**src/rtl/spi_slave_pkg.sv**
```systemverilog
// Shared types and constants for the SPI-slave bus-request bridge.
// The optional error tracking is enabled by defining SPI_SLAVE_REQ_ERR_EN.
package spi_slave_pkg;

    localparam int ADDR_W             = 32;
    localparam int DATA_W             = 32;
    localparam int DEFAULT_WORD_BYTES = 4;

    localparam logic [7:0] ERR_CNT_MAX = 8'hFF;

    typedef enum logic [2:0] {
        ST_IDLE,
        ST_WDATA,
        ST_REQ,
        ST_RESP,
        ST_PUSH
    } state_t;

endpackage

```
**src/rtl/spi_slave_edge_det.sv**
```systemverilog
// Rising-edge detector: registers the previous level and flags a 0->1 step
// in the same cycle the new level arrives.
module spi_slave_edge_det (
    input  logic sys_clk,
    input  logic rst,
    input  logic level,
    output logic rise
);

    logic level_q;

    // NOTE: flops use non-blocking assignments so every register samples the
    // pre-edge value of every other register, independent of block order.
    always_ff @(posedge sys_clk or posedge rst) begin
        if (rst) begin
            level_q <= 1'b0;
        end else begin
            level_q <= level;
        end
    end

    assign rise = level & ~level_q;

endmodule

```
**src/rtl/spi_slave_bus_req.sv**
```systemverilog
// Turns an SPI-side transfer (start address + data streams) into word-wise bus
// requests with auto-increment; error tracking is built when SPI_SLAVE_REQ_ERR_EN is defined.
module spi_slave_bus_req
    import spi_slave_pkg::*;
#(
    parameter int WORD_BYTES = DEFAULT_WORD_BYTES
) (
    input  logic              sys_clk,
    input  logic              rst,
    input  logic              cs_sync,
    input  logic [ADDR_W-1:0] address_sync,
    input  logic              address_valid_sync,
    input  logic              rd_wr_sync,
    input  logic [DATA_W-1:0] rx_data,
    input  logic              rx_valid,
    output logic              rx_ready,
    output logic [DATA_W-1:0] tx_data,
    output logic              tx_valid,
    input  logic              tx_ready,
    output logic              req_valid,
    input  logic              req_ready,
    output logic [ADDR_W-1:0] req_addr,
    output logic              req_we,
    output logic [DATA_W-1:0] req_wdata,
    input  logic              rsp_valid,
    input  logic [DATA_W-1:0] rsp_rdata,
    input  logic              rsp_err,
    output logic              busy,
    output logic              err_flag,
    output logic [7:0]        err_cnt
);

    localparam logic [ADDR_W-1:0] ADDR_INC = ADDR_W'(WORD_BYTES);

    state_t state;
    logic   abort;
    logic   start_rise;
    logic   start;

    spi_slave_edge_det u_edge_det (
        .sys_clk (sys_clk),
        .rst     (rst),
        .level   (address_valid_sync),
        .rise    (start_rise)
    );

    assign start = start_rise & ~cs_sync;

    // req_addr doubles as the running word address; it wraps modulo 2^32.
    always_ff @(posedge sys_clk or posedge rst) begin
        if (rst) begin
            state     <= ST_IDLE;
            abort     <= 1'b0;
            busy      <= 1'b0;
            req_valid <= 1'b0;
            req_addr  <= '0;
            req_we    <= 1'b0;
            req_wdata <= '0;
            rx_ready  <= 1'b0;
            tx_valid  <= 1'b0;
            tx_data   <= '0;
        end else begin
            case (state)
                ST_IDLE: begin
                    if (start) begin
                        req_addr <= address_sync;
                        req_we   <= ~rd_wr_sync;
                        abort    <= 1'b0;
                        busy     <= 1'b1;
                        if (rd_wr_sync) begin
                            req_valid <= 1'b1;
                            state     <= ST_REQ;
                        end else begin
                            rx_ready <= 1'b1;
                            state    <= ST_WDATA;
                        end
                    end
                end
                ST_WDATA: begin
                    if (cs_sync) begin
                        rx_ready <= 1'b0;
                        busy     <= 1'b0;
                        state    <= ST_IDLE;
                    end else if (rx_valid) begin
                        req_wdata <= rx_data;
                        rx_ready  <= 1'b0;
                        req_valid <= 1'b1;
                        state     <= ST_REQ;
                    end
                end
                ST_REQ: begin
                    if (cs_sync) abort <= 1'b1;
                    if (req_ready) begin
                        req_valid <= 1'b0;
                        state     <= ST_RESP;
                    end
                end
                ST_RESP: begin
                    if (cs_sync) abort <= 1'b1;
                    if (rsp_valid) begin
                        req_addr <= req_addr + ADDR_INC;
                        // A deselect seen during the bus cycle ends the transfer once the response lands.
                        if (abort || cs_sync) begin
                            busy  <= 1'b0;
                            state <= ST_IDLE;
                        end else if (req_we) begin
                            rx_ready <= 1'b1;
                            state    <= ST_WDATA;
                        end else begin
                            tx_data  <= rsp_rdata;
                            tx_valid <= 1'b1;
                            state    <= ST_PUSH;
                        end
                    end
                end
                ST_PUSH: begin
                    if (cs_sync) begin
                        tx_valid <= 1'b0;
                        busy     <= 1'b0;
                        state    <= ST_IDLE;
                    end else if (tx_ready) begin
                        tx_valid  <= 1'b0;
                        req_valid <= 1'b1;
                        state     <= ST_REQ;
                    end
                end
                default: begin
                    busy      <= 1'b0;
                    req_valid <= 1'b0;
                    rx_ready  <= 1'b0;
                    tx_valid  <= 1'b0;
                    state     <= ST_IDLE;
                end
            endcase
        end
    end

`ifdef SPI_SLAVE_REQ_ERR_EN
    always_ff @(posedge sys_clk or posedge rst) begin
        if (rst) begin
            err_flag <= 1'b0;
            err_cnt  <= '0;
        end else if (state == ST_IDLE && start) begin
            err_flag <= 1'b0;
            err_cnt  <= '0;
        end else if (state == ST_RESP && rsp_valid && rsp_err) begin
            err_flag <= 1'b1;
            if (err_cnt != ERR_CNT_MAX) err_cnt <= err_cnt + 8'd1;
        end
    end
`else
    logic unused_rsp_err;
    assign unused_rsp_err = rsp_err;
    assign err_flag       = 1'b0;
    assign err_cnt        = '0;
`endif

endmodule

```
**config.mk**
```make
export PLATFORM = sky130hd
export DESIGN_NAME = spi_slave_bus_req
export DESIGN_NICKNAME = d
export VERILOG_FILES = /design/src/rtl/spi_slave_pkg.sv /design/src/rtl/spi_slave_edge_det.sv /design/src/rtl/spi_slave_bus_req.sv
export SDC_FILE = /design/constraint.sdc
export NUM_CORES = 1
export LEC_CHECK = 0
export ABC_CLOCK_PERIOD_IN_PS = 2900
export CORE_UTILIZATION = 55
export CTS_BUF_LIST = sky130_fd_sc_hd__clkbuf_8
export DETAILED_ROUTE_END_ITERATION = 10
export DONT_BUFFER_PORTS = 1
export HOLD_SLACK_MARGIN = 0.03
export PLACE_DENSITY = 0.7
export SYNTH_ARGS = -nofsm -noshare
export SYNTH_HDL_FRONTEND = slang
export SYNTH_HIERARCHICAL = 1
export SYNTH_SLANG_ARGS = --single-unit
```
**constraint.sdc**
```tcl
create_clock -name sys_clk -period 2.9 [get_ports sys_clk]
set_clock_uncertainty 0.05 [all_clocks]
set_input_delay 0.29 -clock sys_clk [delete_from_list [all_inputs] [get_ports sys_clk]]
set_output_delay 0.29 -clock sys_clk [all_outputs]
set_load 0.02 [all_outputs]
```
==> reports/metrics.csv <==
metric,value,unit
fp.dieArea,9640,µm²
die_height,98.2,µm
grt_pass1_vias,4370,
cp-start-kind,register,
hold_viol_final,0,
postSynthAreaPerCell,10.8,µm²
nFillCells,685,
power.total,5.81,mW
maxCapViolCount,0,
post_cts_buffers,0,
async_flop_share,100,%
rr_worst_depth,7,
whs,0.0476,ns
crit_family,simple AND/OR/NAND/NOR gates,
cp_slowest_cell,dfrtp_1,
crit_chain,"ha_1, and3_1, nand4_1, buf_4, nor3_1, mux2i_1, a21oi_1",
p_per_area,950,nW/µm²
grt_pass1_wl,22000,µm
status,"complete, but fails checks",
peakVddDrop,0.588,mV
crit_type,register to register,
ys_seq_area_share,52.1,%
antenna_cells,0,
syn_area,5090,µm²
setup_viol,0,
top_usage_layer,met2,
dpl.hpwl,8750,µm
failed_checks,DRC,
tightest_slew,0.878,ns
post-route-period-util,79.7,%
drtPass1Iterations,9,
syn_inst,470,
relSlewSlack,41.5,%
fin_cells,651,
drv_slew,0,
core,8850,µm²
start_util,57.5,%
crit_cells,7,
clkSinkCount,106,
antenna_found_initial,0,
cts_tree,done,
io_pins,216,
clkTransAtPathRegs,0.12,ns
stdcell_area,6120,µm²
fin_ws,0.588,ns
met3_usage,9.09,%
clockBufferDepth,2,
routed_wl,13600,µm
fin_util,69.2,%
tns,0,ns
place_inst,559,
cp.required,3.12,ns
grt.met2_usage,49.9,%
leakage,2.65,nW
rsz0062_at_grt,false,
antenna_left,0,
viasPerCell,6.28,
drc,11,
syn2layout_area_growth,20.3,%
r2r_slack,0.59,ns
layout-drive-gt1-share,18.6,%
grt_max_degree,74,
min_period,2.31,ns
cts_made_buffers,9,
placed_area,5170,µm²
die_w,98.2,µm
cp_max_fo,13,
port_buffers,0,
use_met1,34.9,%
rows,34,
post-place-ws,0.642,ns
vias,4086,
cp-end-kind,register,
hp-class,primary input to register,
cts_root_buf,clkbuf_8,
synth_cell_type_count,57,
final_nets,645,
h-tree-depth,3,
yosysWarnings,6,
synth_seq_cells,106,
wl_per_cell,20.9,µm
arrival,2.53,ns
cts_resized,0,
place_congestion,0.869,
drt_iter0_drc,279,
clk_latency,0.37,ns
grt_use_total,29.3,%
max_stage_delay,0.58,ns
path_buf_inv,1,
grt-ovfl-total,0,
synth_edf_count,0,
min_path_cells,2,
timing.fmax,0.433,GHz
synthFlopType,dfrtp_1,
## power breakdown
part	internal [mW]	total (mW)	switching [mW]
combinational	0.756	1.50	0.746
clock	0.329	0.875	0.546
sequential	2.06	3.43	1.37
## logic make-up (layout without fill, tap and decap cells)
kind of cell	Yosys count	count (layout)	synth area share [%]
flops	106	106	52.1
other cells	1	9	0.0737
simple gates	139	139	14.1
compound gates	104	104	13.4
xor+xnor	2	2	0.344
mux	69	69	15.2
buf+inv	48	113	4.53
fa+ha+maj	1	1	0.246
## layout make-up
type	count	area (µm²)	area share, %
Multi-Input combinational cell	324	2230	36.5
Tap cell	108	135	2.21
Inverter	7	30.0	0.491
Clock buffer	9	124	2.02
Timing Repair Buffer	90	878	14.4
Sequential cell	106	2650	43.3
Clock inverter	7	65.1	1.06
## Yosys cell counts, drive strengths merged, types with 4 or more instances
cell type	number	area, µm²
a21o	4	30.0
a21oi	25	125
a2bb2oi	6	52.6
a31oi	9	56.3
a32oi	5	43.8
and4	6	52.6
buf	23	135
clkbuf	18	68.8
dfrtp	106	2650
inv	7	26.3
mux2	65	732
mux2i	4	40.0
nand2	50	188
nand2b	5	31.3
nand3	17	85.1
nand4	9	56.3
nor2	16	62.6
nor3	11	55.1
o211ai	6	45.0
o21ai	22	110
o22ai	5	31.3
or3	8	50.1
## placed cells by master, fill, tap and decap left out, types with 2 or more instances in the layout
| cell | count |
|---|---|
| a21oi_1 | 25 |
| mux2_2 | 65 |
| nor3b_1 | 2 |
| a21o_1 | 4 |
| o22ai_1 | 5 |
| a2bb2oi_1 | 6 |
| conb_1 | 9 |
| nor2_1 | 15 |
| and4_1 | 6 |
| clkinv_4 | 2 |
| dfrtp_1 | 106 |
| and3_1 | 2 |
| a31o_2 | 2 |
| mux2i_1 | 4 |
| nor4_1 | 2 |
| nand2_1 | 50 |
| buf_4 | 13 |
| a21boi_0 | 2 |
| a32oi_1 | 5 |
| inv_1 | 7 |
| o22a_1 | 2 |
| o311a_1 | 2 |
| nand4_1 | 9 |
| nand2b_1 | 5 |
| o21ai_0 | 22 |
| o41ai_1 | 2 |
| nor3_1 | 11 |
| dlygate4sd3_1 | 76 |
| a31oi_1 | 9 |
| nor4b_1 | 2 |
| nand3_1 | 17 |
| or4_1 | 2 |
| a22oi_1 | 2 |
| and2_1 | 2 |
| o32ai_1 | 2 |
| clkinvlp_4 | 2 |
| clkbuf_8 | 9 |
| or3_1 | 8 |
| o211ai_1 | 6 |
## metal layers
| metal | up-vias | part of all wire [%] | wire length, µm |
|---|---|---|---|
| met1 | 1996 | 36 | 4920 |
| li1 | 1842 | - | - |
| met3 | 24 | 9.7 | 1320 |
| met4 | 0 | 2.0 | 271 |
| met2 | 224 | 52 | 7070 |
| met5 | - | 0 | 0 |
## worst paths after layout
check	from	endpoint
worst min-delay path	address_sync[6]	req_addr[6]
worst max-delay path	req_addr[3]	req_addr[26]
worst max register to register	req_addr[3]	req_addr[26]
min in group asynchronous	rst	u_edge_det/level_q
max in group asynchronous	rst	req_addr[22]
worst min register to register	abort	abort
## state kept, by name (all words and copies together) (netlist names)
register            count
req_addr               32
u_edge_det/level_q      1
req_we                  1
req_valid               1
abort                   1
rx_ready                1
tx_valid                1
busy                    1
tx_data                32
state                   3
req_wdata              32
## what timing repair did
| item | CTS | global route |
|---|---|---|
| endpoints found under the setup margin | 0 | 0 |
| hold endpoints to repair | 107 | 1 |
| hold buffers | 75 | 1 |
Power figures use the tool's default switching activity.
